`config.mk`:
```
export PLATFORM = sky130hd
export DESIGN_NAME = seq_multiplier_flat
export DESIGN_NICKNAME = d
export VERILOG_FILES = /design/src/rtl/seq_mul_pkg.sv /design/src/rtl/seq_mul_if.sv /design/src/rtl/seq_mul_ctrl.sv /design/src/rtl/seq_multiplier.sv /design/src/flat_wrapper.sv
export SDC_FILE = /design/constraint.sdc
export NUM_CORES = 1
export LEC_CHECK = 0
export CORE_MARGIN = 2
export CORE_UTILIZATION = 60
export CTS_CLUSTER_SIZE = 10
export DETAILED_ROUTE_END_ITERATION = 10
export MAX_ROUTING_LAYER = met4
export PLACE_DENSITY = 0.95
export RECOVER_POWER = 50
export SLEW_MARGIN = 25
export SYNTH_ARGS = -nofsm -noshare
export SYNTH_HDL_FRONTEND = slang
export SYNTH_SLANG_ARGS = --single-unit
```
`constraint.sdc`:
```
create_clock -name clk -period 7.5 [get_ports clk]
set_input_delay 1.5 -clock clk [delete_from_list [all_inputs] [get_ports clk]]
set_output_delay 1.5 -clock clk [all_outputs]
set_load 0.1 [all_outputs]
```
`src/rtl/seq_mul_pkg.sv`:
```
// seq_mul_pkg: shared FSM state type and default operand width for the sequential multiplier
package seq_mul_pkg;

    localparam int DEFAULT_WIDTH = 8;

    typedef enum logic [1:0] {IDLE, CALC, DONE} state_t;

endpackage

```
`src/rtl/seq_mul_if.sv`:
```
// seq_mul_if: request/result bundle between a multiplier client (master) and the multiplier (slave)
interface seq_mul_if
    import seq_mul_pkg::*;
#(
    parameter int WIDTH = DEFAULT_WIDTH
) ();

    logic                 start;
    logic [WIDTH-1:0]     a;
    logic [WIDTH-1:0]     b;
    logic                 busy;
    logic                 done;
    logic [2*WIDTH-1:0]   product;

    modport master (output start, a, b, input busy, done, product);
    modport slave  (input start, a, b, output busy, done, product);

endinterface

```
`src/rtl/seq_mul_ctrl.sv`:
```
// seq_mul_ctrl: IDLE/CALC/DONE sequencer, bit counter and load/shift strobes.
// With SEQ_MUL_EARLY_EXIT_EN defined, CALC also ends once the remaining multiplier bits are zero.
module seq_mul_ctrl
    import seq_mul_pkg::*;
#(
    parameter  int WIDTH = DEFAULT_WIDTH,
    localparam int CW    = $clog2(WIDTH) + 1
) (
    input  logic          clk,
    input  logic          rst_n,
    input  logic          start,
    input  logic          b_zero,
    input  logic          cnt_last,
    output logic          load,
    output logic          shift,
    output logic          busy,
    output logic          done,
    output logic [CW-1:0] cnt
);

    state_t state;
    logic   fin;

    assign load  = start && state != CALC;
    assign shift = state == CALC;

`ifdef SEQ_MUL_EARLY_EXIT_EN
    assign fin = cnt_last || b_zero;
`else
    logic unused_b_zero;
    assign unused_b_zero = b_zero;
    assign fin = cnt_last;
`endif

    // Sequencer with registered busy/done so start never reaches an output combinationally
    always_ff @(posedge clk or negedge rst_n) begin
        if (!rst_n) begin
            state <= IDLE;
            cnt   <= '0;
            busy  <= 1'b0;
            done  <= 1'b0;
        end else if (load) begin
            state <= CALC;
            cnt   <= '0;
            busy  <= 1'b1;
            done  <= 1'b0;
        end else if (state == CALC) begin
            cnt <= cnt + 1'b1;
            if (fin) begin
                state <= DONE;
                busy  <= 1'b0;
                done  <= 1'b1;
            end
        end else begin
            state <= IDLE;
            done  <= 1'b0;
        end
    end

endmodule

```
`src/rtl/seq_multiplier.sv`:
```
// seq_multiplier: shift-and-add unsigned multiplier, one multiplier bit per cycle.
// Define SEQ_MUL_EARLY_EXIT_EN to stop as soon as the remaining multiplier bits are zero.
module seq_multiplier
    import seq_mul_pkg::*;
#(
    parameter  int WIDTH = DEFAULT_WIDTH,
    localparam int CW    = $clog2(WIDTH) + 1
) (
    input  logic     clk,
    input  logic     rst_n,
    seq_mul_if.slave bus
);

    logic [WIDTH-1:0]   a_reg;
    logic [WIDTH-1:0]   b_reg;
    logic [2*WIDTH-1:0] p_reg;
    logic [2*WIDTH-1:0] addend;
    logic [CW-1:0]      cnt;
    logic               load;
    logic               shift;
    logic               b_zero;
    logic               cnt_last;

    assign addend      = b_reg[0] ? ({{WIDTH{1'b0}}, a_reg} << cnt) : '0;
    assign b_zero      = b_reg[WIDTH-1:1] == '0;
    assign cnt_last    = cnt == CW'(WIDTH - 1);
    assign bus.product = p_reg;

    seq_mul_ctrl #(.WIDTH(WIDTH)) u_ctrl (
        .clk      (clk),
        .rst_n    (rst_n),
        .start    (bus.start),
        .b_zero   (b_zero),
        .cnt_last (cnt_last),
        .load     (load),
        .shift    (shift),
        .busy     (bus.busy),
        .done     (bus.done),
        .cnt      (cnt)
    );

    // Operand capture on accept, then accumulate the shifted multiplicand per multiplier bit
    always_ff @(posedge clk or negedge rst_n) begin
        if (!rst_n) begin
            a_reg <= '0;
            b_reg <= '0;
            p_reg <= '0;
        end else if (load) begin
            a_reg <= bus.a;
            b_reg <= bus.b;
            p_reg <= '0;
        end else if (shift) begin
            p_reg <= p_reg + addend;
            b_reg <= b_reg >> 1;
        end
    end

endmodule

```
`src/flat_wrapper.sv`:
```
// flat-port wrapper written by rule: the top's interface ports become plain ports
module seq_multiplier_flat import seq_mul_pkg::*;
#(
    parameter  int WIDTH = DEFAULT_WIDTH,
    localparam int CW    = $clog2(WIDTH) + 1
)
  (clk, rst_n, bus_start, bus_a, bus_b, bus_busy, bus_done, bus_product);
  seq_mul_if #(.WIDTH(WIDTH)) bus_i ();
  input  logic clk;
  input  logic rst_n;
  input wire logic [$bits(bus_i.start)-1:0] bus_start;
  input wire logic [$bits(bus_i.a)-1:0] bus_a;
  input wire logic [$bits(bus_i.b)-1:0] bus_b;
  output wire logic [$bits(bus_i.busy)-1:0] bus_busy;
  output wire logic [$bits(bus_i.done)-1:0] bus_done;
  output wire logic [$bits(bus_i.product)-1:0] bus_product;
  assign bus_i.start = bus_start;
  assign bus_i.a = bus_a;
  assign bus_i.b = bus_b;
  assign bus_busy = bus_i.busy;
  assign bus_done = bus_i.done;
  assign bus_product = bus_i.product;
  seq_multiplier #(.WIDTH(WIDTH)) u_core (.clk(clk), .rst_n(rst_n), .bus(bus_i));
endmodule
```
==> reports/metrics.cfg <==
[run_status]
status=complete, but fails checks
violations=max-capacitance violations, max-slew violations

[clock_tree]
clock_latency_ps=300
cts_buffer_depth=2
cts_max_level=2
cts_buffers=5
cts_resized=0
cts_sinks=39
cts_tree=yes
cts_root_buf=clkbuf_8
cts_hold_buf=0
post-cts-setup-buffer-count=0
clkTransAtPathRegs_ps=80

[synthesis]
muxShareOfSynthArea_pct=13.23
synth_common_cells=dfrtp_1, nand2_1, o21ai_0
synth_compound_area_share_pct=17.92
synth_most_common_cell=dfrtp_1
synth_seq_area_share_pct=34.51
synth.area.top_cells=dfrtp_1, ha_1, o21ai_0
ys_ff_latch=39
yosysUniqueCellTypes=46
synth_edf_count=0
ys.flop_type=dfrtp_1
synth_top_family_by_area=simple AND/OR/NAND/NOR gates
yosysTopAreaCell=dfrtp_1
synth.top_cell.area_share_pct=34.51
yosysWarnings=0
syn_inst=309
synthesis.nets=345
synthesis.area_um2=2828
async_flop_share_pct=100.0
avgSynthCellArea_um2=9.151
synth_xor_area_share_pct=3.097
synth_fa_ha_area_share_pct=7.788
synth-simple-area-share_pct=20.04

[placement]
post-place-ws_ps=3892
gp_congestion=0.9613
place_area_um2=3193
port_buffers=36
dpl.hpwl_mm=4.575

[floorplan]
fp.dieW_um=72.65
ios=37
fp.coreArea_um2=4444
die_y_um=72.65
die_area_um2=5278
rows=24
start_util_pct=63.63

[sta]
slew_headroom_pct=-38.05
setup_tns_ps=0
period_share_pct=49.75
fin_crit_ps=3732
fmax_mhz=268.0
worstMarginPinSlew_ps=2071
drv_slew=40
hold_viol=0
fin_skew_ps=10.18
layout_setup_ws_ps=3768
rsz0062_at_grt=no
finalSetupViolations=0

[worst_setup_path]
reg2reg_setup_slack_ps=3770
crit-reg2reg-launch=u_core.u_ctrl.cnt[0]$_DFFE_PN0P_
timing.rr.end=u_core.bus.product[13]$_DFFE_PN0P_
startpoint_type=flip-flop
cp.arrival_ps=3920
crit_start=u_core.u_ctrl.cnt[0]$_DFFE_PN0P_
endpoint=u_core.bus.product[13]$_DFFE_PN0P_
endpoint_kind=flip-flop
crit_required_ps=7680
path_class=reg -> reg
r2r_cells=11
cp_max_fo=19

[cells_and_area]
antenna_cells=0
nets=373
syn_to_final_growth_pct=16.42
largest_reg_flops=16
fin_area_um2=3292
drive_gt1_share_pct=9.467

[route]
drt_wl_total_mm=6.335
drt_pre_antenna_iters=4
drc_errors=0
via_per_inst=6.303
dr.first_iter.drc_count=184
vias=2458
antenna_left=0
wire_per_inst_um=16.24

[hold_path]
hold_class=reg -> reg

[power_and_ir_drop]
max-vdd-ir-drop_uv=398.7
p_leak_nw=1.395
power.density_nw_per_um2=484.1

[job]
drv_cap=1

[global_routing]
grt_pass1_vias=2464
antenna_found_initial=0
grt_overflow=0
grt_pass1_wl_mm=11.27
grt_max_degree=40
gr-usage-all-layers_pct=28.01

## power breakdown
| group | total (mW) | switching (mW) | leakage (nW) | internal [mW] |
|---|---|---|---|---|
| combinational | 1.01 | 0.648 | 0.856 | 0.358 |
| sequential | 0.428 | 0.126 | 0.489 | 0.302 |
| clock | 0.159 | 0.0758 | 0.0505 | 0.0837 |
## worst min-delay path by stage
stage	slack [ps]	cells after the start	to	from
floorplan	450	2	u_core.b_reg[0]$_DFFE_PN0P_	u_core.b_reg[1]$_DFFE_PN0P_
global placement	460	2	u_core.b_reg[6]$_DFFE_PN0P_	u_core.b_reg[7]$_DFFE_PN0P_
global route	530	2	u_core.u_ctrl.busy$_DFFE_PN0P_	u_core.u_ctrl.busy$_DFFE_PN0P_
finish	500	2	u_core.b_reg[1]$_DFFE_PN0P_	u_core.b_reg[2]$_DFFE_PN0P_
CTS	500	2	u_core.b_reg[5]$_DFFE_PN0P_	u_core.b_reg[6]$_DFFE_PN0P_
detailed placement	470	2	u_core.b_reg[4]$_DFFE_PN0P_	u_core.b_reg[5]$_DFFE_PN0P_
## layout by cell type (no fill, tap or decap), types with 2 or more instances in the layout
| master | instances |
|---|---|
| o22ai_1 | 3 |
| a211oi_1 | 4 |
| clkbuf_1 | 2 |
| mux4_2 | 2 |
| a31oi_1 | 3 |
| nand2_1 | 35 |
| nand4_1 | 2 |
| dfrtp_1 | 39 |
| o211ai_1 | 2 |
| inv_1 | 4 |
| o21ai_0 | 34 |
| and3_1 | 2 |
| ha_1 | 16 |
| xnor2_1 | 7 |
| mux4_1 | 2 |
| o211ai_2 | 2 |
| a21o_1 | 3 |
| o21ai_1 | 3 |
| clkbuf_8 | 7 |
| and2_1 | 4 |
| o21a_1 | 4 |
| a21oi_1 | 15 |
| nor3_1 | 4 |
| nor2_1 | 17 |
| nand3_1 | 3 |
| nand3b_1 | 18 |
| nand2b_1 | 5 |
| buf_4 | 2 |
| mux2_2 | 13 |
| mux2i_1 | 13 |
| nor3b_1 | 3 |
| clkdlybuf4s50_1 | 34 |
| xor2_1 | 3 |
| a22oi_1 | 3 |
| nor2b_1 | 11 |
## kinds of logic after synthesis
kind of cell / count (synthesis)
XOR/XNOR: 10
multiplexers: 30
AO/OA/AOI/OAI: 82
AND/OR/NAND/NOR: 108
buffers and inverters: 23
flip-flops: 39
adder cells (fa/ha/maj): 17
## through the flow
step | hold WS [ps] | power, mW | cells | util, %
floorplan | 449.2 | 1.201 | 309 | -
global placement | 462.1 | 1.380 | 382 | 71.85
detailed placement | 471.7 | 1.422 | 382 | 71.85
CTS | 501.2 | 1.591 | 390 | 74.18
global route | 533.4 | 1.710 | 390 | 74.07
finish | 496.5 | 1.594 | 390 | 74.07
## critical path, stage by stage, from the launching register on
cell and delay, ps:
dfrtp_1 820, mux4_1 660, a22oi_1 220, o22ai_1 110, and2_1 180, ha_1 360, nand3_1 90, a211oi_1 390
o21ai_0 220, a31oi_1 260, mux2i_1 210, nand3_1 90
## final cells by class
| class | instances | area, um^2 |
|---|---|---|
| multi-input cells | 247 | 1755 |
| fillers | 326 | 1152 |
| flip-flops and latches | 39 | 975.9 |
| repair buffers | 39 | 372.9 |
| clock buffers | 7 | 96.34 |
| well taps | 52 | 65.06 |
| inverters | 5 | 18.77 |
| clock inverters | 1 | 7.507 |
## layer usage
metal  track usage, %  up-vias  part of all wire, %
li1                 -     1176                    -
met1            36.30     1168                   44
met2            43.84       92                   48
met3            4.834       22                  5.3
met4            11.32        0                  2.8
met5                -        -                    0
No activity file was read; power rests on OpenSTA's default activity.
